$ cat src/rtl/mem_arbiter_pkg.sv
// Shared types, state encoding and default limits for the fetch/data memory arbiter.
package mem_arbiter_pkg;

  localparam int ADDR_W           = 16;
  localparam int DATA_W           = 16;
  localparam int WAIT_W           = 5;
  localparam int STARVE_LIMIT_DEF = 4;
  localparam int TIMEOUT_DEF      = 16;

  typedef enum logic [1:0] {
    ST_IDLE   = 2'd0,
    ST_IF_ACC = 2'd1,
    ST_DM_ACC = 2'd2
  } arb_state_e;

  typedef struct packed {
    logic              wr;
    logic [ADDR_W-1:0] addr;
    logic [DATA_W-1:0] wdata;
  } mem_cmd_t;

  // Data normally wins; fetch wins when alone or once data has starved it long enough.
  function automatic logic fetch_wins(input logic if_req, input logic dm_req, input logic starved);
    return if_req && (!dm_req || starved);
  endfunction

endpackage

$ cat src/rtl/mem_arbiter_if.sv
// Requester and memory-side signal bundle of the arbiter.
interface mem_arbiter_if;
  import mem_arbiter_pkg::*;

  logic              if_req;
  logic [ADDR_W-1:0] if_addr;
  logic              dm_req;
  logic              dm_wr;
  logic [ADDR_W-1:0] dm_addr;
  logic [DATA_W-1:0] dm_wdata;
  logic              mem_done;
  logic [DATA_W-1:0] mem_rdata;

  logic              mem_en;
  logic              mem_wr;
  logic [ADDR_W-1:0] mem_addr;
  logic [DATA_W-1:0] mem_wdata;
  logic              if_done;
  logic              dm_done;
  logic [DATA_W-1:0] if_rdata;
  logic [DATA_W-1:0] dm_rdata;
  logic              if_stall;
  logic              dm_stall;
  logic              err;

  modport slave (
    input  if_req, if_addr, dm_req, dm_wr, dm_addr, dm_wdata, mem_done, mem_rdata,
    output mem_en, mem_wr, mem_addr, mem_wdata, if_done, dm_done, if_rdata, dm_rdata,
           if_stall, dm_stall, err
  );

  modport master (
    output if_req, if_addr, dm_req, dm_wr, dm_addr, dm_wdata, mem_done, mem_rdata,
    input  mem_en, mem_wr, mem_addr, mem_wdata, if_done, dm_done, if_rdata, dm_rdata,
           if_stall, dm_stall, err
  );

endinterface

$ cat src/rtl/arb_starve_cnt.sv
// Saturating count of data grants made while a fetch request was waiting.
module arb_starve_cnt #(
  parameter int  LIMIT = 4,
  localparam int W     = $clog2(LIMIT + 1)
) (
  input  logic         clk,
  input  logic         rst,
  input  logic         clr_i,
  input  logic         inc_i,
  output logic [W-1:0] cnt_o
);

  localparam logic [W-1:0] MAX = W'(LIMIT);

  logic [W-1:0] cnt_q, cnt_d;

  always_comb begin
    cnt_d = cnt_q;
    if (clr_i) begin
      cnt_d = '0;
    end else if (inc_i && (cnt_q != MAX)) begin
      cnt_d = cnt_q + W'(1);
    end
  end

  always_ff @(posedge clk or posedge rst) begin
    if (rst) begin
      cnt_q <= '0;
    end else begin
      cnt_q <= cnt_d;
    end
  end

  assign cnt_o = cnt_q;

endmodule

$ cat src/rtl/mem_arbiter.sv
// Two-requester (fetch/data) single-port memory arbiter with starvation guard and access timeout.
// state     | meaning
// ST_IDLE   | no access in flight; arbitrate unless a done pulse is being issued
// ST_IF_ACC | fetch access in flight, waiting for mem_done
// ST_DM_ACC | data access in flight, waiting for mem_done
module mem_arbiter
  import mem_arbiter_pkg::*;
#(
  parameter int STARVE_LIMIT = STARVE_LIMIT_DEF,
  parameter int TIMEOUT      = TIMEOUT_DEF
) (
  input logic          clk,
  input logic          rst,
  mem_arbiter_if.slave bus
);

  localparam int                SW         = $clog2(STARVE_LIMIT + 1);
  localparam logic [WAIT_W-1:0] WAIT_LAST  = WAIT_W'(TIMEOUT - 1);
  localparam logic [SW-1:0]     STARVE_MAX = SW'(STARVE_LIMIT);

  arb_state_e        state_q, state_d;
  logic [WAIT_W-1:0] wait_q, wait_d;
  mem_cmd_t          cmd_q, cmd_d;
  logic              mem_en_q, mem_en_d;
  logic              if_done_q, if_done_d;
  logic              dm_done_q, dm_done_d;
  logic [DATA_W-1:0] if_rdata_q, if_rdata_d;
  logic [DATA_W-1:0] dm_rdata_q, dm_rdata_d;
  logic              err_q, err_d;

  logic              grant_if;
  logic              grant_dm;
  logic [SW-1:0]     starve_cnt;
  logic              starved;

  assign starved = (starve_cnt == STARVE_MAX);

  arb_starve_cnt #(
    .LIMIT (STARVE_LIMIT)
  ) u_starve (
    .clk   (clk),
    .rst   (rst),
    .clr_i (grant_if),
    .inc_i (grant_dm && bus.if_req),
    .cnt_o (starve_cnt)
  );

  always_comb begin
    state_d    = state_q;
    wait_d     = wait_q;
    cmd_d      = cmd_q;
    mem_en_d   = 1'b0;
    if_done_d  = 1'b0;
    dm_done_d  = 1'b0;
    if_rdata_d = if_rdata_q;
    dm_rdata_d = dm_rdata_q;
    err_d      = err_q;
    grant_if   = 1'b0;
    grant_dm   = 1'b0;

    unique case (state_q)
      ST_IDLE: begin
        if (bus.mem_done) begin
          err_d = 1'b1;
        end
        // Hold off one cycle after a done so the finished requester can drop its request.
        if (!(if_done_q || dm_done_q) && (bus.if_req || bus.dm_req)) begin
          if (fetch_wins(bus.if_req, bus.dm_req, starved)) begin
            grant_if = 1'b1;
            state_d  = ST_IF_ACC;
            cmd_d    = '{wr: 1'b0, addr: bus.if_addr, wdata: '0};
          end else begin
            grant_dm = 1'b1;
            state_d  = ST_DM_ACC;
            cmd_d    = '{wr: bus.dm_wr, addr: bus.dm_addr, wdata: bus.dm_wdata};
          end
          mem_en_d = 1'b1;
          wait_d   = '0;
        end
      end

      ST_IF_ACC, ST_DM_ACC: begin
        if (bus.mem_done) begin
          state_d = ST_IDLE;
          if (state_q == ST_IF_ACC) begin
            if_done_d  = 1'b1;
            if_rdata_d = bus.mem_rdata;
          end else begin
            dm_done_d  = 1'b1;
            dm_rdata_d = bus.mem_rdata;
          end
        end else if (wait_q == WAIT_LAST) begin
          state_d = ST_IDLE;
          err_d   = 1'b1;
        end else begin
          wait_d = wait_q + WAIT_W'(1);
        end
      end

      default: begin
        state_d = ST_IDLE;
      end
    endcase
  end

  always_ff @(posedge clk or posedge rst) begin
    if (rst) begin
      state_q    <= ST_IDLE;
      wait_q     <= '0;
      cmd_q      <= '0;
      mem_en_q   <= 1'b0;
      if_done_q  <= 1'b0;
      dm_done_q  <= 1'b0;
      if_rdata_q <= '0;
      dm_rdata_q <= '0;
      err_q      <= 1'b0;
    end else begin
      state_q    <= state_d;
      wait_q     <= wait_d;
      cmd_q      <= cmd_d;
      mem_en_q   <= mem_en_d;
      if_done_q  <= if_done_d;
      dm_done_q  <= dm_done_d;
      if_rdata_q <= if_rdata_d;
      dm_rdata_q <= dm_rdata_d;
      err_q      <= err_d;
    end
  end

  assign bus.mem_en    = mem_en_q;
  assign bus.mem_wr    = cmd_q.wr;
  assign bus.mem_addr  = cmd_q.addr;
  assign bus.mem_wdata = cmd_q.wdata;
  assign bus.if_done   = if_done_q;
  assign bus.dm_done   = dm_done_q;
  assign bus.if_rdata  = if_rdata_q;
  assign bus.dm_rdata  = dm_rdata_q;
  assign bus.err       = err_q;

  // Stalls are forced low while in reset so every output reads zero.
  assign bus.if_stall  = !rst && bus.if_req && !if_done_q;
  assign bus.dm_stall  = !rst && bus.dm_req && !dm_done_q;

endmodule
$ cat src/flat_wrapper.sv
// flat-port wrapper written by rule: the top's interface ports become plain ports
module mem_arbiter_flat import mem_arbiter_pkg::*;
#(
  parameter int STARVE_LIMIT = STARVE_LIMIT_DEF,
  parameter int TIMEOUT      = TIMEOUT_DEF
)
  (clk, rst, bus_if_req, bus_if_addr, bus_dm_req, bus_dm_wr, bus_dm_addr, bus_dm_wdata, bus_mem_done, bus_mem_rdata, bus_mem_en, bus_mem_wr, bus_mem_addr, bus_mem_wdata, bus_if_done, bus_dm_done, bus_if_rdata, bus_dm_rdata, bus_if_stall, bus_dm_stall, bus_err);
  mem_arbiter_if bus_i ();
  input logic clk;
  input logic rst;
  input wire logic [$bits(bus_i.if_req)-1:0] bus_if_req;
  input wire logic [$bits(bus_i.if_addr)-1:0] bus_if_addr;
  input wire logic [$bits(bus_i.dm_req)-1:0] bus_dm_req;
  input wire logic [$bits(bus_i.dm_wr)-1:0] bus_dm_wr;
  input wire logic [$bits(bus_i.dm_addr)-1:0] bus_dm_addr;
  input wire logic [$bits(bus_i.dm_wdata)-1:0] bus_dm_wdata;
  input wire logic [$bits(bus_i.mem_done)-1:0] bus_mem_done;
  input wire logic [$bits(bus_i.mem_rdata)-1:0] bus_mem_rdata;
  output wire logic [$bits(bus_i.mem_en)-1:0] bus_mem_en;
  output wire logic [$bits(bus_i.mem_wr)-1:0] bus_mem_wr;
  output wire logic [$bits(bus_i.mem_addr)-1:0] bus_mem_addr;
  output wire logic [$bits(bus_i.mem_wdata)-1:0] bus_mem_wdata;
  output wire logic [$bits(bus_i.if_done)-1:0] bus_if_done;
  output wire logic [$bits(bus_i.dm_done)-1:0] bus_dm_done;
  output wire logic [$bits(bus_i.if_rdata)-1:0] bus_if_rdata;
  output wire logic [$bits(bus_i.dm_rdata)-1:0] bus_dm_rdata;
  output wire logic [$bits(bus_i.if_stall)-1:0] bus_if_stall;
  output wire logic [$bits(bus_i.dm_stall)-1:0] bus_dm_stall;
  output wire logic [$bits(bus_i.err)-1:0] bus_err;
  assign bus_i.if_req = bus_if_req;
  assign bus_i.if_addr = bus_if_addr;
  assign bus_i.dm_req = bus_dm_req;
  assign bus_i.dm_wr = bus_dm_wr;
  assign bus_i.dm_addr = bus_dm_addr;
  assign bus_i.dm_wdata = bus_dm_wdata;
  assign bus_i.mem_done = bus_mem_done;
  assign bus_i.mem_rdata = bus_mem_rdata;
  assign bus_mem_en = bus_i.mem_en;
  assign bus_mem_wr = bus_i.mem_wr;
  assign bus_mem_addr = bus_i.mem_addr;
  assign bus_mem_wdata = bus_i.mem_wdata;
  assign bus_if_done = bus_i.if_done;
  assign bus_dm_done = bus_i.dm_done;
  assign bus_if_rdata = bus_i.if_rdata;
  assign bus_dm_rdata = bus_i.dm_rdata;
  assign bus_if_stall = bus_i.if_stall;
  assign bus_dm_stall = bus_i.dm_stall;
  assign bus_err = bus_i.err;
  mem_arbiter #(.STARVE_LIMIT(STARVE_LIMIT), .TIMEOUT(TIMEOUT)) u_core (.clk(clk), .rst(rst), .bus(bus_i));
endmodule
$ cat config.mk
export PLATFORM = sky130hd
export DESIGN_NAME = mem_arbiter_flat
export DESIGN_NICKNAME = d
export VERILOG_FILES = /design/src/rtl/mem_arbiter_pkg.sv /design/src/rtl/mem_arbiter_if.sv /design/src/rtl/arb_starve_cnt.sv /design/src/rtl/mem_arbiter.sv /design/src/flat_wrapper.sv
export SDC_FILE = /design/constraint.sdc
export NUM_CORES = 1
export LEC_CHECK = 0
export CAP_MARGIN = 20
export CORE_ASPECT_RATIO = 1.1
export CORE_MARGIN = 1.5
export CORE_UTILIZATION = 46
export DETAILED_ROUTE_END_ITERATION = 10
export PLACE_DENSITY_LB_ADDON = 0.3
export RECOVER_POWER = 50
export SLEW_MARGIN = 20
export SYNTH_ARGS = -nofsm -noshare
export SYNTH_HDL_FRONTEND = slang
export SYNTH_SLANG_ARGS = --single-unit
$ cat constraint.sdc
create_clock -name clk -period 7.9 [get_ports clk]
set_input_delay 1.58 -clock clk [delete_from_list [all_inputs] [get_ports clk]]
set_output_delay 1.58 -clock clk [all_outputs]
set_load 0.02 [all_outputs]
Yosys cells after proc, flatten, opt, wreduce, memory -nomap -nowiden --
Cells that the tools add are included.
Word-level totals: input port bits 70, bits in registers 79, logic and storage cells 82, output and inout port bits 71
Operators by class: reductions and logical operators 26, add/sub/neg operators 2, mux-type cells 30, bitwise logic cells 1, equality and inequality tests 11
Operator list (number):
- 33-bit two-way mux | 1
- 1-bit two-way mux | 17
- 5-bit two-way mux | 3
- 5-bit case mux with 2 select lines | 1
- 1-bit logical AND | 8
- 2-bit two-way mux | 4
- 4-bit AND reduction | 2
- 3-bit two-way mux | 2
- 2-bit inequality test (second input constant) | 3
- 3-bit AND reduction | 2
- 5-bit by 1-bit adder with 5-bit output (second input constant) | 1
- 5-bit by 4-bit == test with 1-bit output (second input constant) | 1
- 1-bit zero test | 5
- 2-bit by 1-bit inequality test with 1-bit output (second input constant) | 2
- 2-bit case mux with 2 select lines | 1
- 2-bit AND reduction | 2
- 2-bit nonzero test | 2
- 3-bit by 1-bit adder with 3-bit output (second input constant) | 1
- 3-bit == test (second input constant) | 1
- 1-bit logical OR | 3
- 3-bit by 2-bit inequality test with 1-bit output (second input constant) | 1
- 3-bit inequality test (second input constant) | 1
- 2-bit by 1-bit == test with 1-bit output (second input constant) | 1
- 2-bit == test (second input constant) | 1
- other kinds (4) | 4

Depth between registers and ports, before layout --
depth in word-level cells 10, gate-level depth with buffers 8, depth with buffers taken out 7

By module --
Synthesis repeated with hierarchy kept, for this count alone.
Unflattened totals: cell total of the unflattened synthesis 302, area, all modules 3326.9 sq um
By module, submodules not included:
- mem_arbiter | seq. area each 1901.8 sq um, cells an instance 284, times used 1, area an instance 3124.2 sq um
- arb_starve_cnt | seq. area each 75.1 sq um, cells an instance 18, times used 1, area an instance 202.7 sq um

Worst setup path after synthesis --
No wires, ideal clock.
path type input-to-output, from in bus_dm_req, to out bus_dm_stall, setup slack 4.219 ns, data arrival time 2.101 ns, stages 1, path buffers 0, data required time 6.320 ns, cells stage by stage nor3b_1
On the way: longest elaborated chain between the ends 2
RTL lines:
- start, declared | RTL line flat_wrapper.sv:13 | input wire logic [$bits(bus_i.dm_req)-1:0] bus_dm_req;
- 1-bit logical AND (2 in a row) | RTL line mem_arbiter.sv:142 | assign bus.dm_stall = !rst && bus.dm_req && !dm_done_q;
- end, declared | RTL line flat_wrapper.sv:28 | output wire logic [$bits(bus_i.dm_stall)-1:0] bus_dm_stall;
Every way passes these cells.

Final worst setup path --
Ends and elaborated chain as after synthesis.

==> metrics <==
Final Wtd Congestion=0.738; initial drt markers=111; area grow syn2layout=46.8%; crit-path cells=dlygate4sd3_1 > nor3b_1 > clkdlybuf4s50_1; CP bufs+invs=2; vias per cell=approximately 5.1; Critical R2R Capture=u_core.bus.mem_wdata[7]$_DFFE_PP0P_; status=complete, but fails checks; Die Area=7900 sq um; antenna viol nets, final=0; PwrDens=between 400 and 500 nW/um^2; clk sinks=79; synth cell count leaders=dfrtp_1, nand2_1, a22o_1; WHS=between 0.4 and 0.5 ns; Fin Setup TNS=0 ns; hold worst-path end=u_core.bus.dm_rdata[13]$_DFFE_PP0P_; Root Buffer=clkbuf_8; Crit path arrival time=about 3.0 ns; f_max=217 MHz; critical path fanouts, max=5; violated checks=DRC, capacitance limit, slew limit; Clock Pin Slew Worst Setup and Hold Paths=0.09 ns; Syn Std Cell Area=3390 sq um; fin nets=around 500; Clock Tree Buf Depth=2; Starting Density=a little under half; Synth Area per Inst=approximately 12 sq um; synth top area cells=dfrtp_1, nand2_1, mux2i_1; Clock Latency Late Sink=approximately 0.34 ns; relative slew slack=-26.6%; CP max stage delay=0.63 ns; pin count of the biggest net entering global routing=80; cts bufs inserted=9; fin util=70.3%; Tot GR Track Use=between 20 and 25%; Slew Limit Fails=between 50 and 60; Routed WL per cell=about 15 um; Max Cap Viol=1; min-delay src=u_core.bus.dm_rdata[13]$_DFFE_PP0P_; unique cell type count in the Yosys netlist=43; Most Crowded Layer GR=met2; Worst EP required=6.32 ns; DIE WIDTH=around 85 um; GR Util met1=between 20% and 30%; number of synthesized flops with an enable pin=0; CTS tree=built; H-tree levels=3; Post-Synthesis Cells=290; post-synthesis async set-or-reset flop share=100%; first-pass GRT wire length=12.7 mm; count of inserted antenna diode cells=0; RSZ-0062 raised after global routing=no; top_reg_cell synth=dfrtp_1; worst-margin pin slew=~1.9 ns; hold_buf cts=0; count of state elements after synthesis=79; Reg2Reg Depth=5; num ports=around 140; Total Routed Length=about 8.0 mm; drc violations=11; Final Setup Violations=0; Syn. warnings=0; met2 Usage GRT=around 36%; clk_skew=0.0119 ns; num rows=32; Final HPWL DP=around 5.7 mm; crit share post-route=58.3%; min Tclk post-route=around 4.6 ns; Hold WC Path Type=register to register; most common cell in the netlist=dfrtp_1; VDD IR-drop max=between 0.2 and 0.25 mV; Worst Setup Start Kind=input pin; share of cells above drive strength 1=between 8 and 9%; final hold violations=0; total congestion overflow=0; Critical Path Slowest Stage Cell=clkdlybuf4s50_1; worst r2r src=u_core.state_q[1]$_DFFE_PP0P_; cts repair resizes=0; met3 GRT Util=under 10%; worst hold stages=2; CP top delay family=buffers and inverters; number of setup buffers added after CTS=0; post-synth top area cell=dfrtp_1; CP Class=input pin to output port; Die Y=roughly 93 um; crit end category=output port; Synth top area share=58.3%; initial antenna violation count=0; Mapped Nets=approximately 370; count of input and output buffers=140; fillers=547; via count=around 2.6k; leakage=0.00227 uW; vias in the first global route=2678; sequential share of the synthesized area=around three fifths; first-pass iteration count of the detailed router=7; core area=7090 sq um; r2r setup slk=~4.8 ns
==> per-stage QoR <==
step                      std cells  setup WS, ns  total power [uW]  instance area [sq um]
after floorplan                 290          4.22              1290                   3390
after global placement          503          3.39              1700                   4800
after detailed placement        503          3.37              1730                   4800
after CTS                       519          3.36              2060                   5020
after global routing            519          3.25              2150                   4980
final                           519          3.29              2010                   4980
==> state kept, by name, indices dropped and copies added, names as in the netlist <==
register,count
u_core.wait_q,5
u_core.bus.mem_addr,16
u_core.bus.mem_wdata,16
u_core.bus.err,1
u_core.u_starve.cnt_o,3
u_core.bus.dm_rdata,16
u_core.bus.dm_done,1
u_core.bus.if_done,1
u_core.bus.mem_wr,1
u_core.state_q,2
u_core.bus.mem_en,1
u_core.bus.if_rdata,16
==> placed cells by master (no fill, tap or decap), types with 2 or more instances in the layout <==
master,n
a21boi_0,2
clkbuf_8,11
a211o_1,2
inv_1,7
dlygate4sd3_1,14
clkdlybuf4s50_1,126
and3_1,2
dfrtp_1,79
nor3_1,3
nor2_1,5
inv_6,2
ha_1,6
mux2i_1,16
mux2_2,14
o21ai_0,14
nand2_1,74
mux2_1,2
nor3b_1,3
o21ai_1,8
nand3_1,5
a22o_1,17
==> layout make-up <==
class                      instances  area (sq um)  area share (%)
sequential                        79          1980            39.7
clock buffer                      11           151            3.04
clock inverter                     5          63.8            1.28
tap                               85           106            2.13
multi-input combinational        189          1240            24.8
timing repair buffer             141          1410            28.4
inverter                           9          35.0           0.703
==> kinds of logic after synthesis <==
logic type / synth area share, %
AND/OR/NAND/NOR: 14.0
buffers and inverters: 4.09
AO/OA/AOI/OAI: 11.4
multiplexers: 10.0
adder cells (fa/ha/maj): 2.21
flip-flops: 58.3
==> worst min-delay path, cell delays in order, from the launching register on <==
cell and delay [ns]:
dfrtp_1 0.35, nand2_1 0.05, nand2_1 0.05
==> metal layers <==
layer	routed length [um]	up-vias
li1	-	1276
met4	59	0
met3	406	4
met1	3200	1293
met2	4290	54
met5	0	-
==> how the worst max path moves through the flow <==
stage	slack, ns	depth (start not counted)	start	end
final	3.29	3	bus_dm_req	bus_dm_stall
after CTS	3.36	3	bus_dm_req	bus_dm_stall
after global routing	3.25	3	bus_dm_req	bus_dm_stall
after floorplan	4.22	1	bus_dm_req	bus_dm_stall
after detailed placement	3.37	3	bus_dm_req	bus_dm_stall
after global placement	3.39	3	bus_dm_req	bus_dm_stall
==> power by group <==
part | total, uW | switching [uW] | internal (uW)
Combinational | 1010 | 543 | 469
Clock | 318 | 152 | 166
Sequential | 682 | 98.9 | 583
Note: power is estimated with default switching activity, not from simulation.
==> variant 1 (config.mk and constraints unchanged) <==
Set the package constant `STARVE_LIMIT_DEF` to 8 (it was 4).
--- a/src/rtl/mem_arbiter_pkg.sv
+++ b/src/rtl/mem_arbiter_pkg.sv
@@ -4,7 +4,7 @@
   localparam int ADDR_W           = 16;
   localparam int DATA_W           = 16;
   localparam int WAIT_W           = 5;
-  localparam int STARVE_LIMIT_DEF = 4;
+  localparam int STARVE_LIMIT_DEF = 8;
   localparam int TIMEOUT_DEF      = 16;
 
   typedef enum logic [1:0] {
Check against the original RTL: same outputs for any inputs over 10 cycles, from zero or initial values and one cycle with rst high; that may be too few to reach the edited logic, so the function may still have changed.
==> variant 1 against the unedited design <==
The flow finishes with violations (DRC). Via count up 9.7%. Utilization up 0.55 points. Design area up 0.78%. Setup slack worse by 220 ps. Sequential cell count up 1. Synthesized cell count up 8.6%. Critical path depth unchanged. Die area up 0.57%. Routed wire length up 11%. Synthesized area up 0.59%. Total power about the same. Highest routed layer unchanged.
==> variant 1: results (changes against the unedited design) <==
[setup_path]
r2r_end=u_core.wait_q[3]
r2r_slack_ps=5620  ; +780 ps
startpoint=bus_if_req
arrival_ps=3240  ; +210 ps
worstRegToRegCells=7  ; +2
critical_path.max_stage_delay_ps=720  ; +90 ps
cp_slowest_cell=dlygate4sd3_1
crit_end=bus_if_stall

[placement]
dpl.cell_count=527  ; +4.8%
dp_hpwl_mm=6.206  ; +9.6%
dp_slack_ps=3207  ; -166.3 ps
placed_area_um2=4850  ; +0.94%

[grt]
grt_pass1_vias=2903  ; +8.4%
grt_usage_pct=23.23  ; +2.7 points
grt_first_pass_wirelength_mm=14.20  ; +12%
grt_start_max_net_pins=81  ; +1.3%

[synth]
seq_area_frac_synth_pct=58.65  ; +0.39 points
synthDistinctLibCells=45  ; +4.7%
synthTopCellsByCount=80 x dfrtp_1, 68 x nand2_1, 33 x a21oi_1
synthTopCellsByArea=dfrtp_1 59%, nand2_1 7.5%, a21oi_1 4.8%
syn_nets=391  ; +6.8%
synth_cells=315  ; +8.6%

[power]
ir_drop_mv=0.2262  ; -2.0%
p_leak_nw=2.277  ; +0.18%

[route]
drt_iter0_drc=102  ; -8.1%
route.detailed.drc=8  ; -3
drt_wl_total_mm=8.817  ; +11%
wl_per_cell_um=16.24  ; +5.9%
vias_per_cell=5.306  ; +4.8%

[sta]
finClkSkew_ps=9.170  ; -2.717 ps
min_period_ps=4824  ; +217.0 ps

[clock_network]
clkTransAtPathRegs_ps=70  ; -20 ps

[outcome]
outcome=finished, violations left
violations=DRC

variant 1: where the power goes:
part / switching [mW] / internal (mW) / total, mW / leakage [nW]
Sequential: 0.0983 / 0.589 / 0.687 / 0.993
Combinational: 0.574 / 0.461 / 1.04 / 1.20
Clock: 0.145 / 0.146 / 0.291 / 0.0856
Total: 0.818 / 1.20 / 2.01 / 2.28
variant 1: final cells by class:
cell class                 instances  area (um2)
timing repair buffer             142        1420
clock inverter                     5       57.56
clock buffer                      11       131.4
inverter                          14       55.05
tap                               85       106.4
fill                             528        2066
sequential                        80        2002
multi-input combinational        206        1249
variant 1: kinds of logic (layout without fill, tap and decap cells):
group                      after synthesis  count (layout)  share of synthesized area (%)
adders and majority gates                6               6                          2.199
DFF                                     80              80                          58.65
buffers and inverters                   29             172                          4.141
and+or+nand+nor                        110             110                          14.70
muxes                                   16              16                          5.279
AOI/OAI and AO/OA                       74              74                          15.03
variant 1: metal layers:
layer	track usage (%)	vias to the layer above	routed length, um
li1	-	1369	-
met1	27.03	1411	3487
met2	40.08	91	4581
met3	7.061	10	635
met4	9.153	0	113
met5	0	-	0
variant 1: tightest hold or removal path: cells and delay by family, from the launching register on:
kind | cells | cell delay (ps)
AND/OR/NAND/NOR | 2 | 100
flip-flops | 1 | 340
variant 1: how the worst min path moves through the flow:
stage | from | to | slack, ps
after global routing | u_core.bus.dm_rdata[7] | u_core.bus.dm_rdata[7] | 490
final | u_core.bus.dm_rdata[11] | u_core.bus.dm_rdata[11] | 480
after CTS | u_core.bus.dm_rdata[11] | u_core.bus.dm_rdata[11] | 480
after floorplan | u_core.wait_q[4] | u_core.wait_q[4] | 460
after global placement | u_core.bus.dm_rdata[2] | u_core.bus.dm_rdata[2] | 460
after detailed placement | u_core.bus.dm_rdata[7] | u_core.bus.dm_rdata[7] | 460
==> variant 2 (same settings) <==
Made on the original files. Encoding of `arb_state_e`: now one-hot (3 bits for 3 states).
--- a/src/rtl/mem_arbiter_pkg.sv
+++ b/src/rtl/mem_arbiter_pkg.sv
@@ -7,10 +7,10 @@
   localparam int STARVE_LIMIT_DEF = 4;
   localparam int TIMEOUT_DEF      = 16;
 
-  typedef enum logic [1:0] {
-    ST_IDLE   = 2'd0,
-    ST_IF_ACC = 2'd1,
-    ST_DM_ACC = 2'd2
+  typedef enum logic [2:0] {
+    ST_IDLE   = 3'b001,
+    ST_IF_ACC = 3'b010,
+    ST_DM_ACC = 3'b100
   } arb_state_e;
 
   typedef struct packed {
Check against the original RTL: no difference found for any inputs over 10 cycles, from zero or initial values and one cycle with rst high; not proved beyond that.
==> variant 2 against the unedited design <==
The run ends with capacitance limit, slew limit left. Setup slack worse by 2.3 ps. Sequential cell count up 1. Design area down 0.65%. Synthesized area down 2.2%. Routed wire length down 2.7%. Non-clock buffer count up 3. Total power down 5.3%. Global-route usage up 0.38 points.
==> variant 2: results (changes against the unedited design) <==
[clock_network]
post-cts-setup-buffers=0  ; unchanged
cts_resized=0  ; unchanged
root_buffer=clkbuf_8
cts_made_buffers=9  ; unchanged
clock_path_buffers=2  ; unchanged
cts-htree-levels=3  ; unchanged
clkTransAtPathRegs_ps=70  ; -20 ps

[power]
ir_drop_mv=0.2241  ; -2.9%
p_leak_nw=2.168  ; -4.6%

[setup_path]
worstRegToRegCells=5  ; unchanged
arrival_ps=3030  ; about the same
r2r_slack_ps=5120  ; +280 ps
critical_path.max_stage_delay_ps=630  ; about the same
r2r_end=u_core.wait_q[0]
cp_max_fo=5  ; unchanged

[job]
drv_cap=1  ; unchanged

[synth]
async_flop_share_pct=100.0  ; unchanged
seq_area_frac_synth_pct=60.39  ; +2.1 points
syn_nets=339  ; -7.4%
synthTopCellsByCount=79 x dfrtp_1, 33 x mux2_2, 32 x a21oi_1
synthDistinctLibCells=40  ; -7.0%
synthTopCellsByArea=dfrtp_1 60%, mux2_2 11%, a21oi_1 4.8%

[outcome]
violations=capacitance limit, slew limit
outcome=finished, violations left

[route]
dr_wl_met3_um=713  ; +76%
wl_met1_mm=3.304  ; +3.3%
vias_per_cell=5.226  ; +3.3%
route.detailed.drc=0  ; -11
drt_iter0_drc=115  ; +3.6%
wl_met2_mm=3.680  ; -14%
drt_pass1_iterations=4  ; -3
drt_wl_total_mm=7.745  ; -2.7%
top_layer=met4

[grt]
grt_usage_pct=20.96  ; +0.38 points
grt_start_max_net_pins=81  ; +1.3%
grt_first_pass_wirelength_mm=12.90  ; +1.5%
grt_pass1_vias=2650  ; -1.0%
antenna_found_initial=0  ; unchanged

[final_layout]
drive_gt1_share_pct=13.41  ; +4.9 points
nets=479  ; -5.1%

[placement]
routabilityCongestion=0.7458  ; +1.1%
dp_hpwl_mm=5.371  ; -5.2%
dp_slack_ps=3358  ; -15.16 ps
port_buffers=140  ; unchanged

[min_path]
min_path_cells=1  ; -1
hold_start=u_core.bus.err
whs_endpoint=u_core.bus.err

[sta]
slew_headroom_pct=-15.14  ; +11 points
whs_ps=474.6  ; -6.356 ps
slew_viol_final=10  ; -81%
finClkSkew_ps=11.08  ; -0.8100 ps

-- variant 2: changes by cell type in the layout (fill, tap and decap cells not counted), sizes merged, moves of 3 or more --
cell	unedited run	this run
o21ai	22	2
a21oi	0	32
xor2	0	3
mux2	16	33
nand2	74	24
clkbuf	11	14
nor2	6	21
inv	9	4
mux2i	16	0
nand3	5	1
-- variant 2: critical path, delay by kind of cell --
kind	cells	cell delay [ps]
and+or+nand+nor	1	200
buffers and inverters	2	1250
-- variant 2: cell families after synthesis --
family | synth area share [%]
flops | 60.39
compound gates | 11.51
buf+inv | 4.300
fa+ha+maj | 1.509
xor+xnor | 1.056
simple gates | 10.03
mux | 11.20
-- variant 2: how the worst max path moves through the flow --
stage / to / depth (start not counted) / slack, ps / startpoint
final: bus_if_stall / 3 / 3290 / bus_if_req
after global routing: bus_if_stall / 3 / 3210 / bus_if_req
after CTS: bus_if_stall / 3 / 3350 / bus_if_req
after detailed placement: bus_if_stall / 3 / 3360 / bus_if_req
after global placement: bus_if_stall / 3 / 3360 / bus_if_req
after floorplan: bus_dm_stall / 1 / 4220 / bus_dm_req
-- variant 2: final cells by class --
| type | instances | area, um2 |
|---|---|---|
| Inverter | 6 | 25.02 |
| Clock inverter | 3 | 65.06 |
| Fill cell | 526 | 2057 |
| Clock buffer | 13 | 148.9 |
| Tap cell | 85 | 106.4 |
| Timing Repair Buffer | 144 | 1435 |
| Sequential cell | 80 | 2003 |
| Multi-Input combinational cell | 164 | 1166 |
-- variant 2: per-layer routing --
metal,track usage (%),up-vias
met5,0,-
met2,33.20,103
met4,6.148,0
met3,7.561,4
li1,-,1217
met1,27.20,1263
-- variant 2: power breakdown --
part	switching [mW]	internal [mW]	total, mW
Sequential	0.0963	0.584	0.680
Combinational	0.454	0.447	0.901
Clock	0.138	0.187	0.325
-- variant 2: per-stage QoR --
step	cells	area, um2
floorplan	265	3317
global placement	478	4748
detailed placement	478	4748
CTS	494	4962
global route	495	4950
finish	495	4950
